`src/rtl/countdown_timer_pkg.sv`:
```
// Shared types for the loadable down-counter: FSM state encoding and default width.
package countdown_pkg;

  localparam int CD_DEFAULT_WIDTH = 8;

  typedef enum logic {
    IDLE = 1'b0,
    RUN  = 1'b1
  } cd_state_t;

endpackage

```
`src/rtl/countdown_timer_if.sv`:
```
// Load/decrement/status bundle for countdown_timer; master drives requests, slave is the timer.
interface countdown_timer_if #(
  parameter int WIDTH = 8
);
  import countdown_pkg::*;

  // Load handshake: a transfer happens in any cycle where load_valid && load_ready are both high
  // at the rising edge; load_value is sampled only then, and load_valid may be held or dropped freely.
  logic             clr;
  logic             load_valid;
  logic             load_ready;
  logic [WIDTH-1:0] load_value;
  logic             dec;
  logic             reload_en;
  logic [WIDTH-1:0] out;
  logic             running;
  logic             done;
  cd_state_t        dbg_state;

  modport master (
    output clr, load_valid, load_value, dec, reload_en,
    input  load_ready, out, running, done, dbg_state
  );

  modport slave (
    input  clr, load_valid, load_value, dec, reload_en,
    output load_ready, out, running, done, dbg_state
  );

endinterface

```
`src/rtl/countdown_timer.sv`:
```
// Loadable down-counter with a one-cycle done pulse on expiry and optional auto-reload.
module countdown_timer
  import countdown_pkg::*;
#(
  parameter int WIDTH = CD_DEFAULT_WIDTH
) (
  input  logic               aclk,
  input  logic               arst,
  countdown_timer_if.slave   bus
);

  cd_state_t        state_q, state_n;
  logic [WIDTH-1:0] count_q, count_n;
  logic [WIDTH-1:0] reload_q, reload_n;
  logic             done_q, done_n;
  logic             running_q;
  logic             handshake;

  assign bus.load_ready = (state_q == IDLE) && !bus.clr;
  assign handshake      = bus.load_valid && bus.load_ready;

  always_ff @(posedge aclk or posedge arst) begin
    if (arst) begin
      state_q   <= IDLE;
      count_q   <= '0;
      reload_q  <= '0;
      done_q    <= 1'b0;
      running_q <= 1'b0;
    end else begin
      state_q   <= state_n;
      count_q   <= count_n;
      reload_q  <= reload_n;
      done_q    <= done_n;
      running_q <= (state_n == RUN);
    end
  end

  // clr beats a load, a load beats dec; dec only acts in RUN, where count is always nonzero.
  always_comb begin
    state_n  = state_q;
    count_n  = count_q;
    reload_n = reload_q;
    done_n   = 1'b0;
    if (bus.clr) begin
      state_n = IDLE;
      count_n = '0;
    end else if (handshake) begin
      count_n  = bus.load_value;
      reload_n = bus.load_value;
      if (bus.load_value != '0) begin
        state_n = RUN;
      end else begin
        done_n = 1'b1;
      end
    end else if ((state_q == RUN) && bus.dec) begin
      if (count_q > WIDTH'(1)) begin
        count_n = count_q - WIDTH'(1);
      end else begin
        done_n = 1'b1;
        if (bus.reload_en) begin
          count_n = reload_q;
        end else begin
          count_n = '0;
          state_n = IDLE;
        end
      end
    end
  end

  assign bus.out       = count_q;
  assign bus.running   = running_q;
  assign bus.done      = done_q;
  assign bus.dbg_state = state_q;

endmodule

```
`src/flat_wrapper.sv`:
```
// flat-port wrapper written by rule: the top's interface ports become plain ports
module countdown_timer_flat import countdown_pkg::*;
#(
  parameter int WIDTH = CD_DEFAULT_WIDTH
)
  (aclk, arst, bus_clr, bus_load_valid, bus_load_value, bus_dec, bus_reload_en, bus_load_ready, bus_out, bus_running, bus_done, bus_dbg_state);
  countdown_timer_if #(.WIDTH(WIDTH)) bus_i ();
  input  logic aclk;
  input  logic arst;
  input wire logic [$bits(bus_i.clr)-1:0] bus_clr;
  input wire logic [$bits(bus_i.load_valid)-1:0] bus_load_valid;
  input wire logic [$bits(bus_i.load_value)-1:0] bus_load_value;
  input wire logic [$bits(bus_i.dec)-1:0] bus_dec;
  input wire logic [$bits(bus_i.reload_en)-1:0] bus_reload_en;
  output wire logic [$bits(bus_i.load_ready)-1:0] bus_load_ready;
  output wire logic [$bits(bus_i.out)-1:0] bus_out;
  output wire logic [$bits(bus_i.running)-1:0] bus_running;
  output wire logic [$bits(bus_i.done)-1:0] bus_done;
  output wire logic [$bits(bus_i.dbg_state)-1:0] bus_dbg_state;
  assign bus_i.clr = bus_clr;
  assign bus_i.load_valid = bus_load_valid;
  assign bus_i.load_value = bus_load_value;
  assign bus_i.dec = bus_dec;
  assign bus_i.reload_en = bus_reload_en;
  assign bus_load_ready = bus_i.load_ready;
  assign bus_out = bus_i.out;
  assign bus_running = bus_i.running;
  assign bus_done = bus_i.done;
  assign bus_dbg_state = bus_i.dbg_state;
  countdown_timer #(.WIDTH(WIDTH)) u_core (.aclk(aclk), .arst(arst), .bus(bus_i));
endmodule
```
`config.mk`:
```
export PLATFORM = sky130hd
export DESIGN_NAME = countdown_timer_flat
export DESIGN_NICKNAME = d
export VERILOG_FILES = /design/src/rtl/countdown_timer_pkg.sv /design/src/rtl/countdown_timer_if.sv /design/src/rtl/countdown_timer.sv /design/src/flat_wrapper.sv
export SDC_FILE = /design/constraint.sdc
export NUM_CORES = 1
export LEC_CHECK = 0
export ABC_AREA = 1
export CORE_ASPECT_RATIO = 1.2
export CORE_MARGIN = 4
export CORE_UTILIZATION = 50
export CTS_CLUSTER_SIZE = 40
export DETAILED_ROUTE_END_ITERATION = 10
export PLACE_DENSITY_LB_ADDON = 0.3
export SYNTH_ARGS = -nofsm -noshare
export SYNTH_HDL_FRONTEND = slang
export SYNTH_SLANG_ARGS = --single-unit
```
`constraint.sdc`:
```
create_clock -name aclk -period 3.1 [get_ports aclk]
set_input_delay 0.62 -clock aclk [delete_from_list [all_inputs] [get_ports aclk]]
set_output_delay 0.62 -clock aclk [all_outputs]
set_load 0.01 [all_outputs]
```
======== Word level (Yosys, flattened, before mapping) ========
Cells that the tools add are included.
operators by class
  $add $sub $neg .......................... 1
  multiply operators ...................... 0
  div/mod/pow operators ................... 0
  order comparisons ....................... 1
  eq/ne operators ......................... 3
  shift-type cells ........................ 0
  multiplexer cells ....................... 16
  bitwise gates (word level) .............. 2
  reductions and logical operators ........ 8
operators with widths
  kind                   count
  $mux W8                5
  $mux W1                11
  $gt A8 B1 Y1 const B   1
  $reduce_bool A8 Y1     1
  $sub A8 B1 Y8 const B  1
  $ne A3 B2 Y1 const B   2
  $reduce_and A4 Y1      1
  $logic_and A1 B1 Y1    3
  $ne A3 B3 Y1 const B   1
  $reduce_bool A3 Y1     1
  $not A1 Y1             2
  $reduce_and A2 Y1      1
  $logic_not A1 Y1       1
storage, ports and cells
  flip-flop bits (word level) ............. 18
  latch bits .............................. 0
  RAM bits ................................ 0
  bits in read-only memories .............. 0
  input bits .............................. 14
  output and inout bits ................... 12
  logic and storage cells ................. 35
  memories ................................ 0

======== Longest topological paths before layout ========
  word-level depth ........................ 5
  depth in mapped cells ................... 10
  gate-level depth less buffers ........... 10

======== Worst setup path after synthesis ========
Ideal clock, no wire load.
  path kind ............................... reg-to-reg
  start point ............................. register u_core.count_q[0], in the netlist u_core.bus.out[0]
  end point ............................... register u_core.count_q[7], in the netlist u_core.bus.out[7]
  library setup time ...................... 116 ps
  arrival time ............................ 1,362 ps
  setup slack ............................. 1,622 ps
  cell stages (with the launch flop) ...... 11
  buffers on the path ..................... 0
  period minus slack after synthesis ...... 1,478 ps
  cell sequence ........................... dfrtp_1 -> inv_1 -> ha_1 -> nor2_1 -> nor2_4 -> nand2_4 -> nor2_1 -> nor2_1 -> nand2_1 -> nand2_1 -> nand2_1
on the way
  longest elaborated chain between the ends .. 5
  elaborated cells between the ends (all ways) .. 6
  those cells by class .................... add/sub (1); order compare (1); mux (4)
RTL lines
  item                                                  line                                          text
  start, declared                                       countdown_timer.sv:13                         logic [WIDTH-1:0] count_q, count_n;
  start signal, assigned                                countdown_timer.sv:31                         count_q <= count_n;
  $sub A8 B1 Y8 / $gt A8 B1 Y1 (equally long branches)  countdown_timer.sv:57, countdown_timer.sv:56
  $mux W8 *                                             countdown_timer.sv:56                         if (count_q > WIDTH'(1)) begin
  $mux W8 *                                             countdown_timer.sv:55                         end else if ((state_q == RUN) && bus.dec) begin
  $mux W8 *                                             countdown_timer.sv:47                         end else if (handshake) begin
  $mux W8 *                                             countdown_timer.sv:44                         if (bus.clr) begin
Mark *: on every way between the ends. The rest lies on a longest branch, timed or not. The select of a mux whose other input is x is not followed.
A chain may end at the register's enable or synchronous reset.

======== Final worst setup path ========
  start point ............................. input port bus_clr
  end point ............................... output port bus_load_ready
on the way
  longest elaborated chain between the ends .. 2
RTL lines
  item                 line                   text
  start, declared      flat_wrapper.sv:10     input wire logic [$bits(bus_i.clr)-1:0] bus_clr;
  $logic_not A1 Y1     countdown_timer.sv:19  assign bus.load_ready = (state_q == IDLE) && !bus.clr;
  $logic_and A1 B1 Y1  countdown_timer.sv:19
  end, declared        flat_wrapper.sv:15     output wire logic [$bits(bus_i.load_ready)-1:0] bus_load_ready;
No other way between the ends.

==> impl_metrics.json <==
{
  "status": "completed",
  "max-slew-margin-rel_pct": 53.0,
  "ant_nets": 0,
  "synth.most_common_cell": "nand2_1",
  "max_stage_delay_ns": 0.59,
  "clock_sinks": 18,
  "nets": 224,
  "drc_errors": 0,
  "grt_max_degree": 26,
  "die_w_um": 53.1,
  "holdBufCountCts": 0,
  "ys.flop_type": "dfrtp_1",
  "endpoint_kind": "primary output",
  "slew_violations": 0,
  "track_usage_pct": 18.6,
  "first_global_vias": 996,
  "holdWs_ns": 0.500,
  "postPlaceCellArea_um2": 1470,
  "finalClockSkew_ns": 0.00676,
  "dieArea_um2": 3290,
  "cp_max_fo": 4,
  "area_growth_pct": 23.5,
  "synth_common_cells": "nand2_1 (76), inv_1 (19), dfrtp_1 (18)",
  "dpl.hpwl_um": 2030,
  "p_leak_uw": 0.000796,
  "cp-start-kind": "input port",
  "fin_crit_sh_pct": 82.0,
  "drv_cap": 0,
  "synth_cell_types": 23,
  "dr_total_vias": 1174,
  "synth-async-reset-ratio_pct": 100,
  "crit_required_ns": 2.48,
  "cts-root-buf": "clkbuf_4",
  "wl_per_cell_um": 11.1,
  "min_path_type": "register to register",
  "fp.dieH_um": 62.1,
  "dr.pass1.iters": 4,
  "hold_violations": 0,
  "setup_violations": 0,
  "vias_per_cell": 4.93,
  "critPathKind": "input port to primary output",
  "fmax_mhz": 393,
  "slowest_stage": "clkdlybuf4s50_1",
  "io_pins": 26,
  "synth_area_leaders": "dfrtp_1 (37%), nand2_1 (23%), inv_1 (5.9%), nand3_1 (5.3%), o21ai_0 (5.3%)",
  "design_area_um2": 1510,
  "synth_top_area_cell": "dfrtp_1",
  "h-tree-depth": 1,
  "layout_min_cycle_time_ns": 2.54,
  "arrival_ns": 1.92,
  "drtIter0Drc": 44,
  "globalRouteOverflowTotal": 0,
  "synth_warnings": 0,
  "crit_family": "buffers and inverters",
  "rsz0062_at_grt": "false",
  "synth_enable_flop_cells": 0,
  "antenna_found_initial": 0,
  "numPortBuffers": 25,
  "antenna_cells": 0,
  "cts_max_path_buffers": 2,
  "numCtsBuffers": 3,
  "yosysSeqAreaShare_pct": 37.0,
  "clk_latency_ns": 0.30,
  "worstPathBufferInverterCount": 2,
  "path_clk_slew_ns": 0.10,
  "post_cts_buffers": 0,
  "initial_core_util_pct": 52.8,
  "synth.net_count": 199,
  "cts_tree": "built",
  "row_count": 19,
  "gp_congestion": 0.809,
  "cp_cell_sequence": "clkdlybuf4s50_1 -> nor2_2 -> clkdlybuf4s50_1",
  "ys_seq_elements": 18,
  "tightest_slew_ns": 0.705,
  "fin_setup_tns_ns": 0,
  "core_um2": 2310,
  "syn_area_um2": 1220,
  "peakVddDrop_mv": 0.507,
  "p_per_area_nw_per_um2": 874,
  "drt-total-wl_um": 2630,
  "drive_above_1_share_pct": 7.73,
  "worst_path_most_repeated_cell": "clkdlybuf4s50_1",
  "syn_inst": 183,
  "grt_pass1_wl_um": 4460,
  "synth_top_cell_area_share_pct": 37.0,
  "p_total_uw": 1320,
  "syn_area_per_cell_um2": 6.66,
  "cts_resized": 0
}
==> power by group <==
group          internal [uW]  switching [uW]  leakage, uW
logic                    327             450     0.000541
clock network           71.7            76.3    0.0000210
registers                319            72.5     0.000234
total                    717             599     0.000796
==> cells in the final DEF (no fill, tap or decap) <==
cell type	count
xor2_1	1
clkdlybuf4s50_1	25
nand2_4	3
clkbuf_4	3
nand4_1	1
nand2_1	76
nand2_2	1
nor2_4	2
dfrtp_1	18
o21bai_1	1
nor2_2	4
inv_1	19
o211ai_1	1
nand3_1	13
inv_2	2
a21oi_1	6
ha_1	2
o21ai_1	1
o21ai_0	13
clkbuf_8	1
xnor2_1	1
nor2_1	13
==> per-layer routing <==
| layer | global-route usage, % | wire [um] | vias to the layer above |
|---|---|---|---|
| met5 | 0 | 0 | - |
| met4 | 7.66 | 43 | 0 |
| met3 | 2.15 | 186 | 5 |
| met2 | 32.4 | 1270 | 40 |
| met1 | 23.5 | 1130 | 514 |
| li1 | - | - | 615 |
==> kinds of logic (layout without fill, tap and decap cells) <==
family	after synthesis	in the layout	synth area share, %
buf+inv	26	50	9.65
flops	18	18	37.0
compound gates	22	22	9.45
xor+xnor	2	2	1.44
simple gates	113	113	40.5
fa+ha+maj	2	2	2.05
==> worst paths after layout <==
check                                            startpoint                               end  slack [ns]  depth (start not counted)
setup / recovery                                    bus_clr                    bus_load_ready        0.56                          3
hold / removal               u_core.reload_q[6]$_DFFE_PP0P_    u_core.reload_q[6]$_DFFE_PP0P_        0.50                          2
setup reg to reg           u_core.bus.dbg_state$_DFFE_PP0P_  u_core.bus.dbg_state$_DFFE_PP0P_        1.48                          8
hold reg to reg              u_core.reload_q[6]$_DFFE_PP0P_    u_core.reload_q[6]$_DFFE_PP0P_        0.50                          2
max in group asynchronous                              arst    u_core.reload_q[0]$_DFFE_PP0P_        1.94                          2
min in group asynchronous                              arst    u_core.reload_q[7]$_DFFE_PP0P_        0.72                          2
==> area by class of cell <==
type / instances / area (um^2)
clock buffer: 4 / 36.3
sequential: 18 / 450
tap: 31 / 38.8
multi-input combinational: 139 / 651
inverter: 21 / 78.8
fill: 207 / 801
timing repair buffer: 25 / 250
==> worst register-to-register path, cell delays in order, from the launching register on <==
cell     delay (ns)
dfrtp_1        0.45
nor2_2         0.21
nand2_4        0.19
inv_2          0.24
o21ai_1        0.17
nand3_1        0.10
nand2_1        0.06
nand2_1        0.06
nand2_1        0.05
==> sequential cells by signal, summed over array words and instances (netlist names) <==
register,flops
u_core.bus.dbg_state,1
u_core.bus.done,1
u_core.bus.out,8
u_core.reload_q,8
==> metrics by stage <==
stage	setup WS [ns]	util (%)	std cells
after floorplan	1.62	-	183
after global placement	0.618	63.7	234
after CTS	0.563	65.3	238
after global routing	0.528	65.3	238
after detailed placement	0.562	63.7	234
final	0.558	65.3	238
Note: power is estimated with default switching activity, not from simulation.
